--- config.mk ---
export PLATFORM = sky130hd
export DESIGN_NAME = binary_to_bcd_seq
export DESIGN_NICKNAME = d
export VERILOG_FILES = /design/src/rtl/binary_to_bcd_seq.sv
export SDC_FILE = /design/constraint.sdc
export NUM_CORES = 1
export LEC_CHECK = 0
export CORE_UTILIZATION = 45
export DETAILED_ROUTE_END_ITERATION = 12
export DONT_BUFFER_PORTS = 1
export PLACE_DENSITY = 0.64
export SLEW_MARGIN = 5
export SYNTH_ARGS = -nofsm -noshare
export SYNTH_HDL_FRONTEND = slang
export SYNTH_SLANG_ARGS = --single-unit
--- constraint.sdc ---
create_clock -name clk -period 1.8 [get_ports clk]
set_input_delay 0.27 -clock clk [delete_from_list [all_inputs] [get_ports clk]]
set_output_delay 0.27 -clock clk [all_outputs]
set_load 0.05 [all_outputs]
--- src/rtl/binary_to_bcd_seq.sv ---
// Iterative double-dabble binary-to-BCD converter: one shift/add-3 step per clock,
// valid/ready handshakes on both sides, sticky overflow and leading-zero blanking flags.
module binary_to_bcd_seq #(
    parameter int unsigned WIDTH  = 8,
    parameter int unsigned DIGITS = 3
) (
    input  logic                  clk,
    input  logic                  rst,
    input  logic                  in_valid,
    output logic                  in_ready,
    input  logic [WIDTH-1:0]      in_data,
    output logic                  out_valid,
    input  logic                  out_ready,
    output logic [4*DIGITS-1:0]   bcd,
    output logic                  overflow,
    output logic [DIGITS-1:0]     blank
);

    localparam int unsigned CntW = (WIDTH > 1) ? $clog2(WIDTH) : 1;
    localparam int unsigned BcdW = 4 * DIGITS;

    typedef enum logic [1:0] {StIdle, StShift, StDone} state_e;

    state_e            state_q, state_d;
    logic [WIDTH-1:0]  bin_q, bin_d;
    logic [BcdW-1:0]   dig_q, dig_d;
    logic              ovf_q, ovf_d;
    logic [CntW-1:0]   cnt_q, cnt_d;
    logic [BcdW-1:0]   bcd_q, bcd_d;
    logic              overflow_q, overflow_d;

    logic [BcdW-1:0]   adj;
    logic [BcdW-1:0]   shifted;

    always_ff @(posedge clk) begin
        if (rst) begin
            state_q    <= StIdle;
            bin_q      <= '0;
            dig_q      <= '0;
            ovf_q      <= 1'b0;
            cnt_q      <= '0;
            bcd_q      <= '0;
            overflow_q <= 1'b0;
        end else begin
            state_q    <= state_d;
            bin_q      <= bin_d;
            dig_q      <= dig_d;
            ovf_q      <= ovf_d;
            cnt_q      <= cnt_d;
            bcd_q      <= bcd_d;
            overflow_q <= overflow_d;
        end
    end

    // Per-digit add-3 correction, no carry between digits.
    always_comb begin
        adj = dig_q;
        for (int i = 0; i < int'(DIGITS); i++) begin
            if (dig_q[4*i +: 4] >= 4'd5) begin
                adj[4*i +: 4] = dig_q[4*i +: 4] + 4'd3;
            end
        end
        shifted = {adj[BcdW-2:0], bin_q[WIDTH-1]};
    end

    always_comb begin
        state_d    = state_q;
        bin_d      = bin_q;
        dig_d      = dig_q;
        ovf_d      = ovf_q;
        cnt_d      = cnt_q;
        bcd_d      = bcd_q;
        overflow_d = overflow_q;
        unique case (state_q)
            StIdle: begin
                if (in_valid) begin
                    bin_d   = in_data;
                    dig_d   = '0;
                    ovf_d   = 1'b0;
                    cnt_d   = '0;
                    state_d = StShift;
                end
            end
            StShift: begin
                bin_d = bin_q << 1;
                dig_d = shifted;
                // A set top-digit MSB after correction is a lost carry of 10^DIGITS.
                ovf_d = ovf_q | adj[BcdW-1];
                cnt_d = cnt_q + CntW'(1);
                if (cnt_q == CntW'(WIDTH - 1)) begin
                    state_d    = StDone;
                    bcd_d      = shifted;
                    overflow_d = ovf_q | adj[BcdW-1];
                end
            end
            StDone: begin
                if (out_ready) begin
                    state_d = StIdle;
                end
            end
            default: state_d = StIdle;
        endcase
    end

    // Leading-zero flags derive from the registered result, so they track bcd exactly.
    always_comb begin
        logic all_zero;
        blank    = '0;
        all_zero = 1'b1;
        for (int i = int'(DIGITS) - 1; i >= 1; i--) begin
            all_zero = all_zero & (bcd_q[4*i +: 4] == 4'd0);
            blank[i] = all_zero;
        end
    end

    assign in_ready  = (state_q == StIdle);
    assign out_valid = (state_q == StDone);
    assign bcd       = bcd_q;
    assign overflow  = overflow_q;

endmodule

==> flow_summary.json <==
{
  "diodes": 0,
  "synth_compound_area_share_pct": 19.7,
  "synthArstFlopShare_pct": 0,
  "placed_cell_area_sq_um": 2030,
  "cts_resized": 0,
  "wl_per_cell_microns": 13.5,
  "synth_xor_area_share_pct": 0.909,
  "cts_max_level": 2,
  "synth_edf_count": 0,
  "grtUsageTotal_pct": 19.2,
  "placedCellCount": 277,
  "status": "finished, final reports clean",
  "synthToLayoutAreaGrowth_pct": 9.60,
  "tightest_slew_ns": 0.510,
  "gp_congestion": 0.754,
  "fin_crit_ns": 1.66,
  "cp_cell_sequence": "ha_1, ha_1, nand3b_2, nor2_2, o221ai_1, nand2_1",
  "arrival_ns": 1.90,
  "clock_latency_ns": 0.29,
  "final_cells": 285,
  "drtPass1Iterations": 4,
  "max_cap_violations": 0,
  "start_util_pct": 47.5,
  "max_slew_margin_pct": 66.0,
  "synth_top_family_by_area": "simple AND/OR/NAND/NOR gates",
  "clk_pin_slew_ns": 0.08,
  "use_met2_pct": 31.0,
  "fillers": 413,
  "worstPathRequired_ns": 2.04,
  "fmax_mhz": 601,
  "ys_seq_elements": 39,
  "vias": 1551,
  "post_cts_buffers": 0,
  "rsz0062_at_grt": "no",
  "tns_ns": 0,
  "syn_area_sq_um": 1930,
  "ir_drop_uv": 559,
  "rr_startpoint": "cnt_q[0]$_SDFFE_PP0P_",
  "rows": 23,
  "crit_buf_inv": 0,
  "die_h_microns": 67.5,
  "drt-initial-drc-count": 76,
  "cts_tree": "built",
  "min_period_over_period_pct": 92.5,
  "final_area_sq_um": 2110,
  "cp-startpoint": "cnt_q[0]$_SDFFE_PP0P_",
  "maxSlewViolCount": 0,
  "setup_violations": 0,
  "yosysWarnings": 0,
  "grt-ovfl-total": 0,
  "cts_inserted_buffers": 5,
  "path_class": "flop to flop",
  "grtUsageMet3_pct": 4.56,
  "min_path_type": "input port to flop",
  "finalPower_mw": 1.60,
  "path_max_fanout": 9,
  "dp_hpwl_mm": 2.64,
  "wirelength_mm": 3.85,
  "critical_path.startpoint_type": "flop",
  "grt_util_met1_pct": 24.6,
  "viasPerCell": 5.44,
  "synthFlopType": "dfxtp_1",
  "cpPeakStageDelay_ns": 0.36,
  "fin_ws_ns": 0.136,
  "ys_seq_area_share_pct": 40.5,
  "dpl_worst_slack_ns": 0.160,
  "leakagePower_nw": 0.830,
  "coreArea_sq_um": 4060,
  "grt_pass1_vias": 1378,
  "synth-simple-area-share_pct": 26.7,
  "grt_busiest_layer": "met2",
  "clock_skew_ns": 0.00871,
  "io_pins": 30,
  "hold_ws_ns": 0.0384,
  "cpMostUsedCell": "ha_1",
  "drc": 0,
  "mostFrequentLayoutCells": "36 x dfxtp_1, 35 x nor2_1, 18 x a21oi_1, 13 x nor3_1, 13 x buf_4",
  "dieArea_sq_um": 4550,
  "grt_max_degree": 35,
  "die_w_microns": 67.5,
  "avgSynthCellArea_sq_um": 8.49,
  "cp_top_family": "simple AND/OR/NAND/NOR gates",
  "drive_gt1_share_pct": 16.2,
  "synth.mux.area_fraction_pct": 1.04,
  "clock_path_buffers": 2,
  "clock-root-buffer": "clkbuf_8",
  "syn_inst": 227,
  "min_from": "rst",
  "post_cts_hold_buffer_count": 0,
  "final_antenna_net_count": 0,
  "io_buffers": 0,
  "nets": 254,
  "cp_slowest_cell": "dfxtp_1",
  "mostFrequentLayoutCell": "dfxtp_1",
  "final_util_pct": 52.1,
  "ff2ff_setup_slack_ns": 0.14,
  "power_density_nw_per_um2": 757,
  "antenna_found_initial": 0,
  "grt_pass1_wl_mm": 6.44,
  "synthDistinctLibCells": 43,
  "hold_violations": 0,
  "crit_path_end_kind": "flop",
  "clock-sinks": 39,
  "syn_nets": 247,
  "synthAdderAreaFrac_pct": 5.19
}
flip-flops by register name (all words and copies together), names as in the netlist:
register  count
bcd          12
state_q       2
bin_q         8
dig_q        12
cnt_q         3
ovf_q         1
overflow      1
routing by layer:
metal	vias to the layer above	share of wire [%]	wire, microns
li1	799	-	-
met1	722	50	1910
met5	-	0	0
met3	5	3.7	141
met4	0	1.2	46
met2	25	46	1760
cell type report:
class | instances | area, sq um | share of cell area (%)
Inverter | 8 | 30.0 | 1.42
Multi-Input combinational cell | 167 | 1050 | 49.9
Timing Repair Buffer | 13 | 97.6 | 4.62
Clock inverter | 2 | 12.5 | 0.592
Tap cell | 50 | 62.6 | 2.96
Clock buffer | 6 | 72.6 | 3.43
Sequential cell | 39 | 785 | 37.1
worst paths after layout:
kind,to,cells after the start
worst max-delay path,bcd[2]$_SDFFE_PP0P_,6
worst min-delay path,bcd[4]$_SDFFE_PP0P_,1
worst max register to register,bcd[2]$_SDFFE_PP0P_,6
worst min register to register,cnt_q[0]$_SDFFE_PP0P_,1
cells by family (layout without fill, tap and decap cells):
kind of cell,Yosys count,count (layout)
adders and majority gates,8,8
other,1,1
xor gates and xnor gates,2,2
muxes,2,2
AOI/OAI and AO/OA,56,56
and+or+nand+nor,98,98
buffers and inverters,21,29
DFF,39,39
worst register-to-register path, cell delays in order, from the launching register on:
cell      delay (ns)
dfxtp_1         0.36
ha_1            0.16
ha_1            0.20
nand3b_2        0.23
nor2_2          0.35
o221ai_1        0.21
nand2_1         0.10
synth_stat cells (all sizes together), types with 3 or more instances:
| library cell | instances | area, sq um |
|---|---|---|
| a211oi | 8 | 75.1 |
| a21o | 4 | 30.0 |
| a21oi | 18 | 90.1 |
| a22o | 4 | 35.0 |
| a22oi | 3 | 22.5 |
| buf | 10 | 68.8 |
| clkbuf | 3 | 12.5 |
| dfxtp | 39 | 781 |
| ha | 8 | 100 |
| inv | 8 | 30.0 |
| nand2 | 11 | 41.3 |
| nand2b | 6 | 40.0 |
| nand3 | 4 | 20.0 |
| nand3b | 4 | 33.8 |
| nor2 | 37 | 149 |
| nor2b | 9 | 58.8 |
| nor3 | 13 | 65.1 |
| nor3b | 9 | 72.6 |
| o21ai | 11 | 55.1 |
power by group:
part           internal (mW)  switching (mW)  total (mW)
sequential             0.883          0.0145       0.898
clock                  0.271           0.315       0.586
combinational         0.0477          0.0692       0.117
total                   1.20           0.398        1.60
(Power assumes the default switching activity.)
